**config.mk**
```make
export PLATFORM = sky130hd
export DESIGN_NAME = hazard_fwd_ctrl
export DESIGN_NICKNAME = d
export VERILOG_FILES = /design/src/rtl/hazard_fwd_ctrl.sv
export SDC_FILE = /design/constraint.sdc
export NUM_CORES = 1
export LEC_CHECK = 0
export CORE_MARGIN = 2
export CORE_UTILIZATION = 30
export CTS_CLUSTER_DIAMETER = 50
export DETAILED_ROUTE_END_ITERATION = 7
export GPL_TIMING_DRIVEN = 0
export SYNTH_ARGS = -nofsm -noshare
export SYNTH_HDL_FRONTEND = slang
export SYNTH_SLANG_ARGS = --single-unit
```
**constraint.sdc**
```tcl
create_clock -name clk -period 3.6 [get_ports clk]
set_input_delay 0.54 -clock clk [delete_from_list [all_inputs] [get_ports clk]]
set_output_delay 0.54 -clock clk [all_outputs]
set_load 0.005 [all_outputs]
```
**src/rtl/hazard_fwd_ctrl.sv**
```systemverilog
// hazard_fwd_ctrl: forwarding selects, stage enables, flushes and memory-wait hold for a 5-stage RV32I pipeline
module hazard_fwd_ctrl #(
  parameter int RA_W  = 5,
  parameter int CNT_W = 32
) (
  input  logic              clk,
  input  logic              rst_n,
  input  logic [RA_W-1:0]   id_rs1_i,
  input  logic [RA_W-1:0]   id_rs2_i,
  input  logic              id_use1_i,
  input  logic              id_use2_i,
  input  logic [RA_W-1:0]   ex_rs1_i,
  input  logic [RA_W-1:0]   ex_rs2_i,
  input  logic [RA_W-1:0]   ex_rd_i,
  input  logic              ex_regwrite_i,
  input  logic              ex_is_load_i,
  input  logic              ex_br_taken_i,
  input  logic [RA_W-1:0]   mem_rd_i,
  input  logic [RA_W-1:0]   mem_rs2_i,
  input  logic              mem_regwrite_i,
  input  logic              mem_is_load_i,
  input  logic              mem_is_store_i,
  input  logic [RA_W-1:0]   wb_rd_i,
  input  logic              wb_regwrite_i,
  input  logic              imem_req_i,
  input  logic              dmem_req_i,
  input  logic              imem_resp_i,
  input  logic              dmem_resp_i,
  output logic [1:0]        fwd1_sel_o,
  output logic [1:0]        fwd2_sel_o,
  output logic              mem_fwd2_sel_o,
  output logic              pc_load_o,
  output logic              ifid_load_o,
  output logic              idex_load_o,
  output logic              exmem_load_o,
  output logic              memwb_load_o,
  output logic              ifid_flush_o,
  output logic              idex_flush_o,
  output logic              imem_req_ok_o,
  output logic              dmem_req_ok_o,
  output logic [CNT_W-1:0]  stall_cnt_o,
  output logic [CNT_W-1:0]  flush_cnt_o
);
  typedef enum logic {RUN, MEM_WAIT} state_t;
  state_t           state_q, state_d;
  logic             i_done_q, i_done_d, d_done_q, d_done_d;
  logic [CNT_W-1:0] stall_q, stall_d, flush_q, flush_d;
  logic             i_ok, d_ok, go, lu, bubble, br_flush;

  // Selects one operand source; EX/MEM wins over MEM/WB and x0 never forwards
  function automatic logic [1:0] fwd_sel(input logic [RA_W-1:0] rs);
    if (rs != '0 && mem_regwrite_i && mem_rd_i == rs) return mem_is_load_i ? 2'b11 : 2'b01;
    if (rs != '0 && wb_regwrite_i && wb_rd_i == rs) return 2'b10;
    return 2'b00;
  endfunction

  // Hazard decisions; done flags only count while the pipeline is being held
  always_comb begin
    i_ok     = !imem_req_i | imem_resp_i | (i_done_q & state_q == MEM_WAIT);
    d_ok     = !dmem_req_i | dmem_resp_i | (d_done_q & state_q == MEM_WAIT);
    go       = i_ok & d_ok;
    lu       = ex_is_load_i & ex_regwrite_i & ex_rd_i != '0 &
               ((id_use1_i & id_rs1_i == ex_rd_i) | (id_use2_i & id_rs2_i == ex_rd_i));
    br_flush = go & ex_br_taken_i;
    bubble   = go & lu & !ex_br_taken_i;
    state_d  = go ? RUN : MEM_WAIT;
    i_done_d = go ? 1'b0 : i_done_q | (imem_req_i & imem_resp_i);
    d_done_d = go ? 1'b0 : d_done_q | (dmem_req_i & dmem_resp_i);
    stall_d  = (!go | bubble) && stall_q != '1 ? stall_q + CNT_W'(1) : stall_q;
    flush_d  = br_flush && flush_q != '1 ? flush_q + CNT_W'(1) : flush_q;
  end

  // Output drive; held at reset values while rst_n is low so reset takes effect immediately
  always_comb begin
    fwd1_sel_o     = rst_n ? fwd_sel(ex_rs1_i) : 2'b00;
    fwd2_sel_o     = rst_n ? fwd_sel(ex_rs2_i) : 2'b00;
    mem_fwd2_sel_o = rst_n & mem_is_store_i & wb_regwrite_i & wb_rd_i == mem_rs2_i & mem_rs2_i != '0;
    pc_load_o      = !rst_n | (go & !bubble);
    ifid_load_o    = !rst_n | (go & !bubble);
    idex_load_o    = !rst_n | go;
    exmem_load_o   = !rst_n | go;
    memwb_load_o   = !rst_n | go;
    ifid_flush_o   = rst_n & br_flush;
    idex_flush_o   = rst_n & (br_flush | bubble);
    imem_req_ok_o  = !i_done_q;
    dmem_req_ok_o  = !d_done_q;
    stall_cnt_o    = stall_q;
    flush_cnt_o    = flush_q;
  end

  // State, served-request flags and saturating performance counters
  always_ff @(posedge clk or negedge rst_n) begin
    if (!rst_n) begin
      state_q  <= RUN;
      i_done_q <= 1'b0;
      d_done_q <= 1'b0;
      stall_q  <= '0;
      flush_q  <= '0;
    end else begin
      state_q  <= state_d;
      i_done_q <= i_done_d;
      d_done_q <= d_done_d;
      stall_q  <= stall_d;
      flush_q  <= flush_d;
    end
  end
endmodule
```
==> flow_metrics.py, run 1 <==
metrics = {
    "floorplanning": {
        "start_util_pct": 31.0,
        "rows": 40,
        "die_height_um": 116,
        "fp.dieArea_um2": 13500,
        "core-area_um2": 12200,
        "io_pins": 133,
        "fp.dieW_um": 116,
    },
    "drt": {
        "viasPerCell": 4.85,
        "dr_total_vias": 3379,
        "drc_errors": 0,
        "drt_pass1_iterations": 4,
        "wl_per_cell_um": 14.7,
        "routed_wl_um": 10200,
        "drt_iter0_markers": 129,
        "ant_nets": 0,
    },
    "critical_path": {
        "path_delay_family": "buffers and inverters",
        "crit_arrival_ns": 2.86,
        "path_common_cell": "clkdlybuf4s50_1",
        "cpPeakStageDelay_ns": 0.55,
        "cp_max_fo": 14,
        "reg2regPathDepth": 9,
        "critPathSlowestCell": "or4_1",
        "worstPathCellList": "clkdlybuf4s50_1 -> or4_1 -> o211ai_1 -> nor2_1 -> a21o_2 -> nand2_1 -> buf_4 -> clkdlybuf4s50_1",
        "startpoint_type": "primary input",
        "worst-path-stages": 8,
        "crit_type": "primary input to primary output",
        "worst-path-buf-inv": 3,
        "crit_required_ns": 3.06,
        "cp-end-kind": "primary output",
    },
    "synth": {
        "yosys_warnings": 0,
        "synth_top_area_share_pct": 44.4,
        "synth_cells": 380,
        "syn-num-nets": 437,
        "syn_area_per_cell_um2": 9.93,
        "synth_seq_area_share_pct": 44.4,
        "synth_area_leaders": "dfrtp_1, xnor2_1, nand4_1, xor2_1, and3_1",
        "ys_seq_elements": 67,
        "netlist_area_um2": 3770,
        "yosysTopAreaCell": "dfrtp_1",
        "synthDistinctLibCells": 40,
    },
    "cts": {
        "insertion_delay_ns": 0.33,
        "cts_max_path_buffers": 2,
        "cts_sinks": 67,
        "clkTransAtPathRegs_ns": 0.06,
        "htree_levels": 3,
        "post_cts_buffers": 0,
        "numCtsBuffers": 9,
        "cts_root_buf": "clkbuf_16",
        "cts_tree": "built",
    },
    "worst_hold_path": {
        "hp-class": "primary input to async pin",
    },
    "global_routing": {
        "grt_pass1_vias": 3469,
        "track_usage_pct": 15.9,
        "antenna_found_initial": 0,
        "grt_max_degree": 48,
        "grt_pass1_wl_um": 17000,
        "grt-ovfl-total": 0,
    },
    "placed_design": {
        "gp_congestion": 0.870,
        "dpl_worst_slack_ns": -0.0495,
        "numPortBuffers": 132,
        "placed_cells": 681,
        "dpl.hpwl_um": 7900,
    },
    "final_layout": {
        "seq_area_um2": 1680,
        "antennaDiodeCount": 0,
        "drive_above_1_share_pct": 6.06,
        "fin_cells": 696,
        "fillers": 1157,
        "syn_to_final_growth_pct": 49.0,
        "multiInputGateArea_um2": 1990,
        "fin_nets": 580,
    },
    "timing": {
        "slew_viol_final": 0,
        "post-route-min-period_ns": 3.40,
        "post-route-period-util_pct": 94.4,
        "tightestPinTransition_ns": 0.665,
        "hold_ws_ns": 0.122,
        "hold_viol_final": 0,
        "maxSlewHeadroom_pct": 55.2,
        "max_freq_mhz": 294,
        "setup_viol_count_final": 0,
        "skew_ns": 0.00658,
        "rsz0062_at_grt": "no",
        "setup_slack_ns": 0.202,
    },
    "pwr": {
        "p_leak_nw": 2.30,
        "power.total_mw": 2.23,
        "vdd_ir_drop_max_mv": 0.308,
        "powerDensity_nw_per_um2": 397,
    },
    "status": {
        "status": "finished clean",
    },
    "run": {
        "max_cap_viol_count": 0,
    },
}
==> cells by family (layout without fill, tap and decap cells) <==
logic type	after synthesis	count (layout)	synth area share [%]
AO/OA/AOI/OAI	16	16	3.25
XOR/XNOR	93	93	21.6
adder cells (fa/ha/maj)	2	2	0.663
buffers and inverters	24	172	2.79
flip-flops	67	67	44.4
multiplexers	2	2	0.597
AND/OR/NAND/NOR	176	176	26.7
==> registers in the layout (all words and copies together), names as in the netlist <==
register	count
flush_cnt_o	32
stall_cnt_o	32
i_done_q	1
d_done_q	1
state_q	1
==> metal layers <==
layer	global-route usage [%]	routed length [um]	vias to the layer above
met5	0	0	-
met4	5.08	150	0
met3	4.26	470	15
met2	27.7	5160	77
met1	19.3	4470	1644
li1	-	-	1643
==> worst paths after layout <==
kind	start	endpoint	slack (ns)
worst max-delay path	ex_rd_i[1]	pc_load_o	0.20
worst min-delay path	rst_n	stall_cnt_o[19]	0.12
worst max register to register	stall_cnt_o[0]	stall_cnt_o[16]	1.33
worst min register to register	stall_cnt_o[27]	stall_cnt_o[27]	0.50
max in group asynchronous	rst_n	i_done_q	2.93
min in group clk	stall_cnt_o[27]	stall_cnt_o[27]	0.50
==> timing repair <==
item	CTS	global route
hold buffers	0	0
hold endpoints to repair	0	0
resized for setup	0	1
setup endpoints to repair	1	1
==> cell usage after synthesis, drive strengths merged <==
master,n
a221oi,1
nand2b,5
or4,4
a21o,1
inv,13
nor2,19
dfrtp,67
o22ai,2
and3,21
xor2,17
o311a,1
a211oi,1
buf,6
o211ai,1
nor4,10
or2,2
mux2,2
o221ai,1
a31o,1
xnor2,76
nor2b,2
ha,2
nand3,25
nand2,25
nor3,10
nand4,37
nor3b,1
a21oi,5
and2,5
a31oi,1
o22a,1
clkbuf,5
and4,9
nor4bb,1
==> cell type report <==
cell class	instances	share of cell area, %
Tap cell	168	3.74
Clock inverter	7	1.22
Clock buffer	9	4.01
Multi-Input combinational cell	289	35.4
Inverter	13	0.868
Timing Repair Buffer	133	24.0
Sequential cell	67	29.8
Buffer	10	0.935
==> power breakdown <==
group	switching [mW]	internal, mW
clock	0.335	0.533
sequential	0.100	0.823
combinational	0.165	0.277
==> cell usage in the layout, fill, tap and decap left out, types with 2 or more instances in the layout <==
cell type	instances
nand2_1	25
nor3_1	9
nor4_1	10
xnor2_1	76
clkdlybuf4s50_1	131
a21oi_1	5
buf_4	4
xor2_1	17
nor2b_1	2
and2_1	5
nand2b_1	5
nand3_1	25
ha_1	2
or4_1	3
nor2_1	18
mux2_1	2
nand4_1	36
or2_1	2
clkinv_2	3
clkbuf_16	9
and4_1	8
and3_1	21
o22ai_1	2
clkbuf_1	4
dfrtp_1	67
buf_2	3
clkinvlp_4	2
inv_1	13
==> per-stage QoR <==
step	util (%)	setup TNS [ns]	area, um^2
2_1_floorplan	-	0	3770
5_1_grt	46.2	0	5620
3_3_place_gp	43.6	-56.00	5300
3_5_place_dp	43.8	-0.0495	5330
6_report	46.2	0	5620
4_1_cts	46.2	0	5620
Note: power is estimated with default switching activity, not from simulation.
==> inputs of run 2 (changes only) <==
ABC_AREA = 1   (was unset)
HOLD_SLACK_MARGIN = 0.03   (was unset)
RECOVER_POWER = 50   (was unset)
==> run 2 against run 1 <==
Worst setup slack improved by 0.077 ns; die area rose by 33%; power increased by 4.9%; worst hold slack lost 0.016 ns; count of clock-buffer cells in the layout grew 2; critical endpoint unchanged; sequential share of layout area decreased by 5.8 points.
==> flow_metrics.py, run 2 <==
metrics = {
    "status": {
        "status": "finished clean",
    },
    "final_layout": {
        "fillers": 1759,
        "mostFrequentLayoutCell": "nand2_1",
        "utilization_pct": 42.0,
        "antennaDiodeCount": 0,
        "syn_to_final_growth_pct": 37.3,
        "layout_common_cells": "nand2_1, clkdlybuf4s50_1, inv_1",
        "fin_nets": 961,
        "drive_above_1_share_pct": 8.58,
    },
    "synth": {
        "yosysTopAreaCell": "dfrtp_1",
        "synth_seq_area_share_pct": 33.0,
        "netlist_area_um2": 5070,
        "synth.most_common_cell": "nand2_1",
        "synthDistinctLibCells": 36,
        "synth_edf_count": 0,
        "syn-num-nets": 817,
        "yosys_warnings": 0,
        "synth_top_area_share_pct": 33.0,
        "synthFlopType": "dfrtp_1",
        "synth_common_cells": "nand2_1, inv_1, nor2_1, dfrtp_1, nand3_1",
        "syn_area_per_cell_um2": 6.68,
        "async_flop_share_pct": 100,
        "synth_area_leaders": "dfrtp_1, nand2_1, xor2_1, nand3_1, inv_1",
        "synth_cells": 760,
        "ys_seq_elements": 67,
    },
    "drt": {
        "routed_wl_um": 14900,
        "viasPerCell": 4.51,
        "drt_iter0_markers": 188,
        "drc_errors": 0,
        "ant_nets": 0,
        "dr_total_vias": 5095,
        "wl_per_cell_um": 13.2,
        "drt_pass1_iterations": 4,
    },
    "global_routing": {
        "grt_pass1_vias": 4849,
        "antenna_found_initial": 0,
        "grt_max_degree": 53,
        "grt-ovfl-total": 0,
        "track_usage_pct": 16.9,
        "grt_pass1_wl_um": 24600,
    },
    "cts": {
        "numCtsBuffers": 9,
        "cts_max_path_buffers": 2,
        "clkTransAtPathRegs_ns": 0.06,
        "insertion_delay_ns": 0.33,
        "cts_tree": "built",
        "cts_resized": 0,
        "cts_sinks": 67,
        "cts_root_buf": "clkbuf_16",
        "post_cts_buffers": 0,
        "ctsHoldBuffers": 0,
        "htree_levels": 3,
    },
    "floorplanning": {
        "core-area_um2": 16600,
        "die_height_um": 134,
        "io_pins": 133,
        "fp.dieW_um": 134,
        "start_util_pct": 30.6,
        "rows": 47,
        "fp.dieArea_um2": 18000,
    },
    "critical_path": {
        "cp-end-kind": "primary output",
        "reg2reg_slack_ns": 1.50,
        "cp_max_fo": 10,
        "crit_arrival_ns": 2.78,
        "startpoint_type": "primary input",
        "crit_required_ns": 3.06,
        "crit_type": "primary input to primary output",
    },
    "timing": {
        "maxSlewHeadroom_pct": 70.2,
        "slew_viol_final": 0,
        "skew_ns": 0.00781,
        "post-route-min-period_ns": 3.32,
        "hold_ws_ns": 0.105,
        "post-route-period-util_pct": 92.3,
        "setup_viol_count_final": 0,
        "tightestPinTransition_ns": 0.445,
        "max_freq_mhz": 301,
        "rsz0062_at_grt": "no",
        "hold_viol_final": 0,
    },
    "placed_design": {
        "dpl.hpwl_um": 11800,
        "gp_congestion": 0.894,
        "numPortBuffers": 132,
    },
    "pwr": {
        "powerDensity_nw_per_um2": 336,
        "p_leak_nw": 3.33,
        "power.total_mw": 2.34,
        "vdd_ir_drop_max_mv": 0.223,
    },
    "worst_hold_path": {
        "hp-class": "primary input to async pin",
    },
    "run": {
        "max_cap_viol_count": 0,
    },
}
-- run 2: changes by cell type after synthesis, moves of 10 or more --
cell	before	now
nand2_1	25	279
inv_1	13	83
xnor2_1	76	16
nor2_1	18	75
nand3_1	25	64
nand4_1	36	12
xor2_1	17	39
nor3_1	9	30
and3_1	21	1
inv_2	0	10
nand2_2	0	10
-- run 2: kinds of logic after synthesis --
group                      synth area share, %
and+or+nand+nor                           45.4
buffers and inverters                     9.40
DFF                                       33.0
xor gates and xnor gates                  9.49
AOI/OAI and AO/OA                         2.17
adders and majority gates                0.493
-- run 2: final timing paths --
check,startpoint,endpoint,depth (start not counted)
worst min register to register,flush_cnt_o[26],flush_cnt_o[26],2
worst max register to register,flush_cnt_o[0],flush_cnt_o[7],9
max in group asynchronous,rst_n,state_q,2
worst max-delay path,dmem_resp_i,pc_load_o,13
worst min-delay path,rst_n,stall_cnt_o[22],1
min in group clk,flush_cnt_o[26],flush_cnt_o[26],2
-- run 2: layout make-up --
class	instances	area [um^2]	area share, %
Multi-Input combinational cell	584	2900	41.7
Tap cell	220	275	3.95
Buffer	16	128	1.83
Clock inverter	5	36.3	0.521
Sequential cell	67	1680	24.1
Clock buffer	11	253	3.63
Inverter	93	349	5.01
Timing Repair Buffer	133	1350	19.3
-- run 2: power by group --
part	internal (mW)	switching [mW]
logic	0.293	0.266
clock network	0.505	0.344
registers	0.827	0.108
total	1.62	0.718
-- run 2: per-stage QoR --
step           setup slack [ns]  instance area, um^2  TNS [ns]  instances
3_5_place_dp              0.298                 6700         0       1113
5_1_grt                  0.0700                 6970         0       1129
4_1_cts                   0.293                 6980         0       1129
2_1_floorplan              1.53                 5070         0        760
6_report                  0.279                 6970         0       1129
3_3_place_gp              -2.34                 6670    -74.79       1112
-- run 2: worst max-delay path, stage by stage --
cell,delay (ns)
dlygate4sd3_1,0.55
inv_1,0.06
nand3_2,0.08
nand2_4,0.08
inv_2,0.10
nand2_1,0.05
nor2_1,0.12
nand3_1,0.10
nand2_2,0.20
buf_4,0.23
nand2_1,0.08
buf_4,0.14
clkdlybuf4s50_1,0.44
-- run 2: layer usage --
layer	track usage [%]	vias to the layer above	routed length [um]
met1	22.2	2317	6940
met3	3.59	9	737
met2	28.9	101	7090
met4	3.57	0	127
met5	0	-	0
li1	-	2668	-
==> inputs of run 3 (changes only) <==
HOLD_SLACK_MARGIN = unset   (was 0.03)
==> results of run 3 <==
No change in the layout: final DEF, timing and power equal those of run 2.
